### config.mk
export PLATFORM = sky130hd
export DESIGN_NAME = twos_addsub_serial
export DESIGN_NICKNAME = d
export VERILOG_FILES = /design/src/rtl/addsub_pkg.sv /design/src/rtl/twos_addsub_serial_digit_adder.sv /design/src/rtl/twos_addsub_serial.sv
export SDC_FILE = /design/constraint.sdc
export NUM_CORES = 1
export LEC_CHECK = 0
export BUFFER_PORTS_ARGS = -buffer_cell sky130_fd_sc_hd__buf_2
export CORE_ASPECT_RATIO = 2
export CORE_MARGIN = 5
export CORE_UTILIZATION = 30
export CTS_CLUSTER_SIZE = 8
export DETAILED_ROUTE_END_ITERATION = 7
export RECOVER_POWER = 50
export REMOVE_ABC_BUFFERS = 1
export SLEW_MARGIN = 20
export SYNTH_ARGS = -nofsm -noshare
export SYNTH_HDL_FRONTEND = slang
export SYNTH_SLANG_ARGS = --single-unit
### constraint.sdc
create_clock -name clk -period 3.9 [get_ports clk]
set_clock_uncertainty 0.05 [all_clocks]
set_input_delay 0.195 -clock clk [delete_from_list [all_inputs] [get_ports clk]]
set_output_delay 0.195 -clock clk [all_outputs]
set_load 0.03 [all_outputs]
### src/rtl/addsub_pkg.sv
// rtl/addsub_pkg.sv - shared types and constants for the serial two's-complement add/sub unit
package addsub_pkg;

   typedef enum logic [1:0] {
      MODE_ADD = 2'b00,
      MODE_SUB = 2'b01,
      MODE_NEG = 2'b10,
      MODE_ABS = 2'b11
   } mode_t;

   typedef enum logic [1:0] {
      IDLE,
      BUSY,
      DONE
   } state_t;

   function automatic logic [63:0] smax_const(input int w);
      return (64'd1 << (w - 1)) - 64'd1;
   endfunction

   function automatic logic [63:0] smin_const(input int w);
      return 64'd1 << (w - 1);
   endfunction

endpackage

### src/rtl/twos_addsub_serial_digit_adder.sv
// rtl/twos_addsub_serial_digit_adder.sv - D-bit ripple-carry slice reused for every digit
module digit_adder #(
   parameter int D = 1
) (
   input  logic [D-1:0] x,
   input  logic [D-1:0] y,
   input  logic         cin,
   output logic [D-1:0] s,
   output logic         cout
);

   logic w_c;

   always_comb begin
      s   = '0;
      w_c = cin;
      for (int i = 0; i < D; i++) begin
         s[i] = x[i] ^ y[i] ^ w_c;
         w_c  = (x[i] & y[i]) | (w_c & (x[i] ^ y[i]));
      end
      cout = w_c;
   end

endmodule

### src/rtl/twos_addsub_serial.sv
// rtl/twos_addsub_serial.sv - digit-serial ADD/SUB/NEG/ABS unit, LSB digit first
// Optional saturation on overflow when ADDSUB_SAT_EN is defined.
module twos_addsub_serial
   import addsub_pkg::*;
#(
   parameter int W = 4,
   parameter int D = 1
) (
   input  logic         clk,
   input  logic         rst_n,
   input  logic         in_valid,
   output logic         in_ready,
   input  logic [W-1:0] a,
   input  logic [W-1:0] b,
   input  logic [1:0]   mode,
   output logic         out_valid,
   input  logic         out_ready,
   output logic [W-1:0] result,
   output logic         carry,
   output logic         overflow,
   output logic         zero
);

   localparam int NDIG = W / D;
   localparam int CW   = (NDIG > 1) ? $clog2(NDIG) : 1;
   localparam logic [W-1:0] MAXV = W'(smax_const(W));
   localparam logic [W-1:0] MINV = W'(smin_const(W));

   if (W < 2 || D < 1 || (W % D) != 0) begin : g_param_err
      $error("twos_addsub_serial: need W >= 2 and W a multiple of D");
   end

   state_t          r_state;
   mode_t           r_mode;
   logic [W-1:0]    r_x, r_y, r_res;
   logic            r_c, r_sa, r_sb, r_amin;
   logic [CW-1:0]   r_cnt;

   logic [D-1:0]    w_s;
   logic            w_cout;
   logic [W+D-1:0]  w_cat;
   logic [W-1:0]    w_res_next, w_final;
   logic            w_ov;
   logic [W-1:0]    w_ld_x, w_ld_y;
   logic            w_ld_c;

   digit_adder #(.D(D)) u_digit (
      .x    (r_x[D-1:0]),
      .y    (r_y[D-1:0]),
      .cin  (r_c),
      .s    (w_s),
      .cout (w_cout)
   );

   // Sum digits enter from the MSB side so the last digit lands in the top slot.
   assign w_cat      = {w_s, r_res};
   assign w_res_next = w_cat[W+D-1:D];

   always_comb begin
      w_ld_x = a;
      w_ld_y = b;
      w_ld_c = 1'b0;
      case (mode_t'(mode))
         MODE_SUB: begin w_ld_y = ~b; w_ld_c = 1'b1; end
         MODE_NEG: begin w_ld_x = '0; w_ld_y = ~a; w_ld_c = 1'b1; end
         MODE_ABS: begin
            if (a[W-1]) begin
               w_ld_x = '0; w_ld_y = ~a; w_ld_c = 1'b1;
            end else begin
               w_ld_y = '0;
            end
         end
         default: ;
      endcase
   end

   always_comb begin
      case (r_mode)
         MODE_ADD: w_ov = (r_sa == r_sb) && (w_res_next[W-1] != r_sa);
         MODE_SUB: w_ov = (r_sa != r_sb) && (w_res_next[W-1] != r_sa);
         default:  w_ov = r_amin;
      endcase
`ifdef ADDSUB_SAT_EN
      // Overflowed ADD/SUB share A's sign with the true result; NEG/ABS of min is positive.
      if (w_ov) begin
         if ((r_mode == MODE_ADD) || (r_mode == MODE_SUB))
            w_final = r_sa ? MINV : MAXV;
         else
            w_final = MAXV;
      end else begin
         w_final = w_res_next;
      end
`else
      w_final = w_res_next;
`endif
   end

   always_ff @(posedge clk) begin
      if (!rst_n) begin
         r_state   <= IDLE;
         r_mode    <= MODE_ADD;
         r_x       <= '0;
         r_y       <= '0;
         r_res     <= '0;
         r_c       <= 1'b0;
         r_sa      <= 1'b0;
         r_sb      <= 1'b0;
         r_amin    <= 1'b0;
         r_cnt     <= '0;
         in_ready  <= 1'b1;
         out_valid <= 1'b0;
         result    <= '0;
         carry     <= 1'b0;
         overflow  <= 1'b0;
         zero      <= 1'b0;
      end else begin
         case (r_state)
            IDLE: begin
               if (in_valid) begin
                  r_mode   <= mode_t'(mode);
                  r_x      <= w_ld_x;
                  r_y      <= w_ld_y;
                  r_c      <= w_ld_c;
                  r_sa     <= a[W-1];
                  r_sb     <= b[W-1];
                  r_amin   <= (a == MINV);
                  r_cnt    <= '0;
                  in_ready <= 1'b0;
                  r_state  <= BUSY;
               end
            end
            BUSY: begin
               r_x   <= r_x >> D;
               r_y   <= r_y >> D;
               r_c   <= w_cout;
               r_res <= w_res_next;
               r_cnt <= r_cnt + 1'b1;
               if (r_cnt == CW'(NDIG - 1)) begin
                  result    <= w_final;
                  carry     <= w_cout;
                  overflow  <= w_ov;
                  zero      <= (w_final == '0);
                  out_valid <= 1'b1;
                  r_state   <= DONE;
               end
            end
            DONE: begin
               if (out_ready) begin
                  out_valid <= 1'b0;
                  in_ready  <= 1'b1;
                  r_state   <= IDLE;
               end
            end
            default: r_state <= IDLE;
         endcase
      end
   end

endmodule

# == Word-level counts from Yosys, hierarchy flattened ==
# Cells that the tools add are included.
# op_classes
n_bitwise,7
n_eq_ne,14
n_addsub,1
muxes,25
n_reduce_logical,15
# op_table
op,n
4-bit case mux with 2 select lines,3
4-bit 2-to-1 mux,3
4-bit case mux with 3 select lines,1
1-bit case mux with 2 select lines,5
3-bit AND reduction,3
2-bit equality test (second input constant),4
2-bit 2-to-1 mux,4
4-bit inverter,2
2-bit by 1-bit equality test with 1-bit output (second input constant),3
1-bit 2-to-1 mux,6
2-bit != test (second input constant),3
2-bit case mux with 3 select lines,1
2-bit AND reduction,3
2-bit nonzero test,3
4-bit equality test (second input constant),1
2-bit zero test,2
4-bit zero test,1
2-bit case mux with 2 select lines,1
3-bit 2-to-1 mux,1
2-bit by 1-bit adder with 2-bit output (second input constant),1
1-bit AND,2
1-bit logical AND,2
1-bit != test,2
2-bit OR reduction,1
3 further kinds,4
# word_totals
output_inout_bits,9
regBits,31
inputBits,14

# == Logic depth before layout (Yosys ltp) ==
# depth
ltp_word,5
mapped_depth,6

# == Cells and area by module ==
# Synthesis repeated with hierarchy kept, for this count alone.
# hier_totals
cells_unflattened,165
hier_area_um2,1516.5
# modules_own_cells
module,seq_area_each_um2,n_inst,cells_each,area_each_um2
twos_addsub_serial,600.6,1,164,1496.4
digit_adder,0.0,1,1,20.0

# == Least setup slack after synthesis ==
# Ideal clock, no wire load.
# synth_timing
kind,reg2reg
startpoint,reg r_c
endpoint,reg zero
path_slack_ns,2.475
period_less_slack_ns,1.425
required_time_ns,3.780
stages_incl_launch_ff,5
n_path_buf,0
t_arrival_ns,1.305
path_cell_list,dfxtp_1 > fa_1 > nor4_1 > nand2_1 > a21boi_1
# synth_between
elab_chain_len,2
# synth_lines
item,line,text
"start, declared",twos_addsub_serial.sv:36,"logic r_c, r_sa, r_sb, r_amin;"
"start signal, assigned",twos_addsub_serial.sv:123,r_c <= w_ld_c;
"start signal, assigned",twos_addsub_serial.sv:135,r_c <= w_cout;
1-bit XOR,twos_addsub_serial_digit_adder.sv:18,s[i] = x[i] ^ y[i] ^ w_c;
net u_digit.s,twos_addsub_serial_digit_adder.sv:8,"output logic [D-1:0] s,"
4-bit zero test,twos_addsub_serial.sv:142,zero <= (w_final == '0);
"end signal, assigned",twos_addsub_serial.sv:142,
"end, declared",twos_addsub_serial.sv:21,output logic zero
# The timed path passes the listed nets, and every way through them passes these cells.
# A chain may end at the register's enable or synchronous reset.

# == Worst setup path in the final report ==
# layout_timing
startpoint,reg r_state[1]
endpoint,reg r_x[1]
# layout_between
elab_chain_len,3
# layout_lines
item,line,text
"start, declared",twos_addsub_serial.sv:33,state_t r_state;
"start signal, assigned",twos_addsub_serial.sv:100,r_state <= IDLE;
"start signal, assigned",twos_addsub_serial.sv:129,r_state <= BUSY;
"start signal, assigned",twos_addsub_serial.sv:144,r_state <= DONE;
2-bit by 1-bit equality test with 1-bit output or 2-bit zero test (tied branches),twos_addsub_serial.sv:117,case (r_state)
2-bit nonzero test (no source line) or 2-bit != test (tied branches),-,
2-bit AND reduction (no source line),-,
"end signal, assigned",twos_addsub_serial.sv:121,r_x <= w_ld_x;
"end signal, assigned",twos_addsub_serial.sv:133,r_x <= r_x >> D;
"end, declared",twos_addsub_serial.sv:35,"logic [W-1:0] r_x, r_y, r_res;"
# Parallel ways exist; a longest one is shown, timed or not.

==> impl_metrics.yaml <==
run_status:
  status: "completed"
placement:
  gp_congestion: 0.832
  placed_area_um2: 1640
  dp_hpwl_um: 2460
  place_inst: 236
  portBuffers: 22
finish:
  fill_cells: 528
  layout_commonest_cell: "dfxtp_1"
  area_delta_synth_final_pct: 13.5
  utilization_pct: 35.2
  fin_nets: 208
  seq_area_um2: 601
  num_antenna_cells: 0
  drive_above_1_share_pct: 13.9
  final_cell_mix: "dfxtp_1 (30), nand2_1 (25), buf_2 (13)"
  fin_cells: 244
  final_area_um2: 1710
  multi_input_area_um2: 826
global_route:
  grt_max_degree: 34
  antenna_found_initial: 0
  grt-ovfl-total: 0
  grt_pass1_vias: 1207
  grt_usage_pct: 11.3
  grt_pass1_wl_um: 5530
worst_setup_path:
  reg2reg_depth: 4
  worst_ep_arrival_time_ns: 1.83
  critical_path.cell_chain: "nor3b_2 -> o21a_4 -> a222oi_1 -> nor2b_1"
  crit_path_end_kind: "register"
  slowest_stage: "nor3b_2"
  path_class: "register to register"
  r2r_start: "r_state[1]$_SDFFE_PN0P_"
  r2r-end: "r_x[1]$_SDFFE_PN0P_"
  critical_path_required_ns: 4.07
  cp_slowest_stage_delay_ns: 0.67
  worst-path-max-fanout: 11
  r2r_slack_ns: 2.24
  start_kind: "register"
  path_buf_inv: 0
  cp_top_family: "simple AND/OR/NAND/NOR gates"
sta:
  post-route-period-util_pct: 42.6
  finalSetupTns_ns: 0
  hold_ws_ns: 0.169
  rsz0062_at_grt: "false"
  period_needed_ns: 1.66
  tightest_slew_ns: 0.729
  slew_headroom_pct: 51.2
  fmax_ghz: 0.601
  hold_viol: 0
  setup_viol: 0
  final_max_slew_viol_count: 0
cts:
  cts_root_buffer: "clkbuf_8"
  post_cts_resized: 0
  hold_buffers: 0
  clk_pin_slew_ns: 0.06
  ctsLongestPathBuffers: 2
  htreeDepth: 2
  clock_latency_ns: 0.28
  numCtsBuffers: 5
  cts_sinks: 30
  cts_setup_buffers: 0
  tritoncts: "done"
logic_synthesis:
  ys_ff_latch: 30
  synth_area_um2: 1510
  synth_edf_count: 0
  syn_inst: 164
  synthDistinctLibCells: 35
  ys_seq_area_share_pct: 39.9
  async_flop_share_pct: 0
  ys_dominant_reg_cell: "dfxtp_1"
  synth_area_per_cell_um2: 9.19
  yosys_warnings: 0
floorplanning:
  initial_utilization_pct: 31.0
  placementRows: 36
  die_h_um: 110
  die_w_um: 60.1
  ioPinCount: 23
  die_area_um2: 6620
  core-area_um2: 4860
hold_path:
  hold_end: "r_x[2]$_SDFFE_PN0P_"
  holdCritStartpoint: "a[2]"
  min_path_type: "primary input to register"
  worstHoldPathCells: 3
route:
  drt-total-wl_um: 3220
  firstDrtPassIters: 4
  first_iter_violations: 20
  routedWlPerCell_um: 13.2
  routed-via-count: 1202
  viasPerCell: 4.93
  ant_nets: 0
  drcViolationCount: 0
run:
  cap_viol_max_count: 0
power_and_ir_drop:
  vdd.ir_drop.worst_v: 0.000196
  p_leak_nw: 0.669
  p_per_area_nw_per_um2: 391
## synth_stat cells, types with 2 or more instances
cell type | instances | area (um^2)
dfxtp_1 | 30 | 601
nand2_1 | 25 | 93.8
nor2b_1 | 11 | 68.8
a21boi_1 | 10 | 75.1
a21oi_1 | 8 | 40.0
ha_1 | 7 | 87.6
a22o_1 | 6 | 52.6
inv_1 | 6 | 22.5
mux2i_1 | 6 | 60.1
nor2_1 | 6 | 22.5
nand3_1 | 5 | 25.0
nand2b_1 | 4 | 25.0
o22ai_1 | 4 | 25.0
a222oi_1 | 3 | 30.0
and2_1 | 3 | 18.8
clkbuf_1 | 3 | 11.3
mux2_2 | 3 | 33.8
o21ai_0 | 3 | 15.0
o21ai_1 | 3 | 15.0
buf_6 | 2 | 22.5
nor4_1 | 2 | 12.5
## how the worst max path moves through the flow
stage | start | to | slack, ns | cells past startpoint
after floorplan | r_c$_SDFFE_PN0P_ | zero$_SDFFE_PN0P_ | 2.47 | 4
after global placement | r_state[1]$_SDFFE_PN0P_ | r_x[1]$_SDFFE_PN0P_ | 2.29 | 4
after detailed placement | r_state[1]$_SDFFE_PN0P_ | r_x[1]$_SDFFE_PN0P_ | 2.26 | 4
after CTS | r_state[1]$_SDFFE_PN0P_ | r_x[1]$_SDFFE_PN0P_ | 2.24 | 4
after global routing | r_state[1]$_SDFFE_PN0P_ | r_x[2]$_SDFFE_PN0P_ | 2.07 | 4
final | r_state[1]$_SDFFE_PN0P_ | r_x[1]$_SDFFE_PN0P_ | 2.24 | 4
## flip-flops by register name (all words and copies together) (netlist names)
register	cells
r_mode	2
out_valid	1
r_sa	1
r_cnt	2
carry	1
r_c	1
r_state	2
overflow	1
r_y	4
r_res	3
r_amin	1
r_x	4
result	4
in_ready	1
r_sb	1
zero	1
## worst register-to-register path, cell delays in order, from the launching register on
cell and delay, ns:
dfxtp_1 0.42, nor3b_2 0.67, o21a_4 0.24, a222oi_1 0.08
nor2b_1 0.15
## report_power, final
part | switching (mW) | internal, mW | leakage (nW)
Combinational | 0.0459 | 0.0381 | 0.377
Sequential | 0.00938 | 0.318 | 0.244
Clock | 0.115 | 0.142 | 0.0482
## through the flow
step / power [mW] / setup WS [ns]
2_1_floorplan: 0.391 / 2.47
3_3_place_gp: 0.421 / 2.29
3_5_place_dp: 0.422 / 2.26
4_1_cts: 0.683 / 2.24
5_1_grt: 0.704 / 2.07
6_report: 0.669 / 2.24
## kinds of logic (layout without fill, tap and decap cells)
family / after synthesis / count (layout) / synth area share, %
simple gates: 62 / 62 / 21.5
flops: 30 / 30 / 39.9
mux: 9 / 9 / 6.23
fa+ha+maj: 8 / 8 / 7.14
buf+inv: 13 / 36 / 4.57
xor+xnor: 1 / 1 / 0.582
compound gates: 41 / 41 / 20.1
## layout make-up
| type | count | area share (%) |
|---|---|---|
| clock buffer | 7 | 5.05 |
| clock inverter | 1 | 0.293 |
| tap | 57 | 4.17 |
| timing repair buffer | 22 | 5.78 |
| multi-input combinational | 121 | 48.3 |
| sequential | 30 | 35.1 |
| inverter | 6 | 1.32 |
## metal layers
| layer | global-route usage [%] | up-vias | routed length (um) |
|---|---|---|---|
| met5 | 0 | - | 0 |
| met4 | 9.19 | 0 | 165 |
| met3 | 2.21 | 10 | 125 |
| met2 | 18.6 | 27 | 1670 |
| met1 | 12.0 | 547 | 1260 |
| li1 | - | 618 | - |
(Power assumes the default switching activity.)
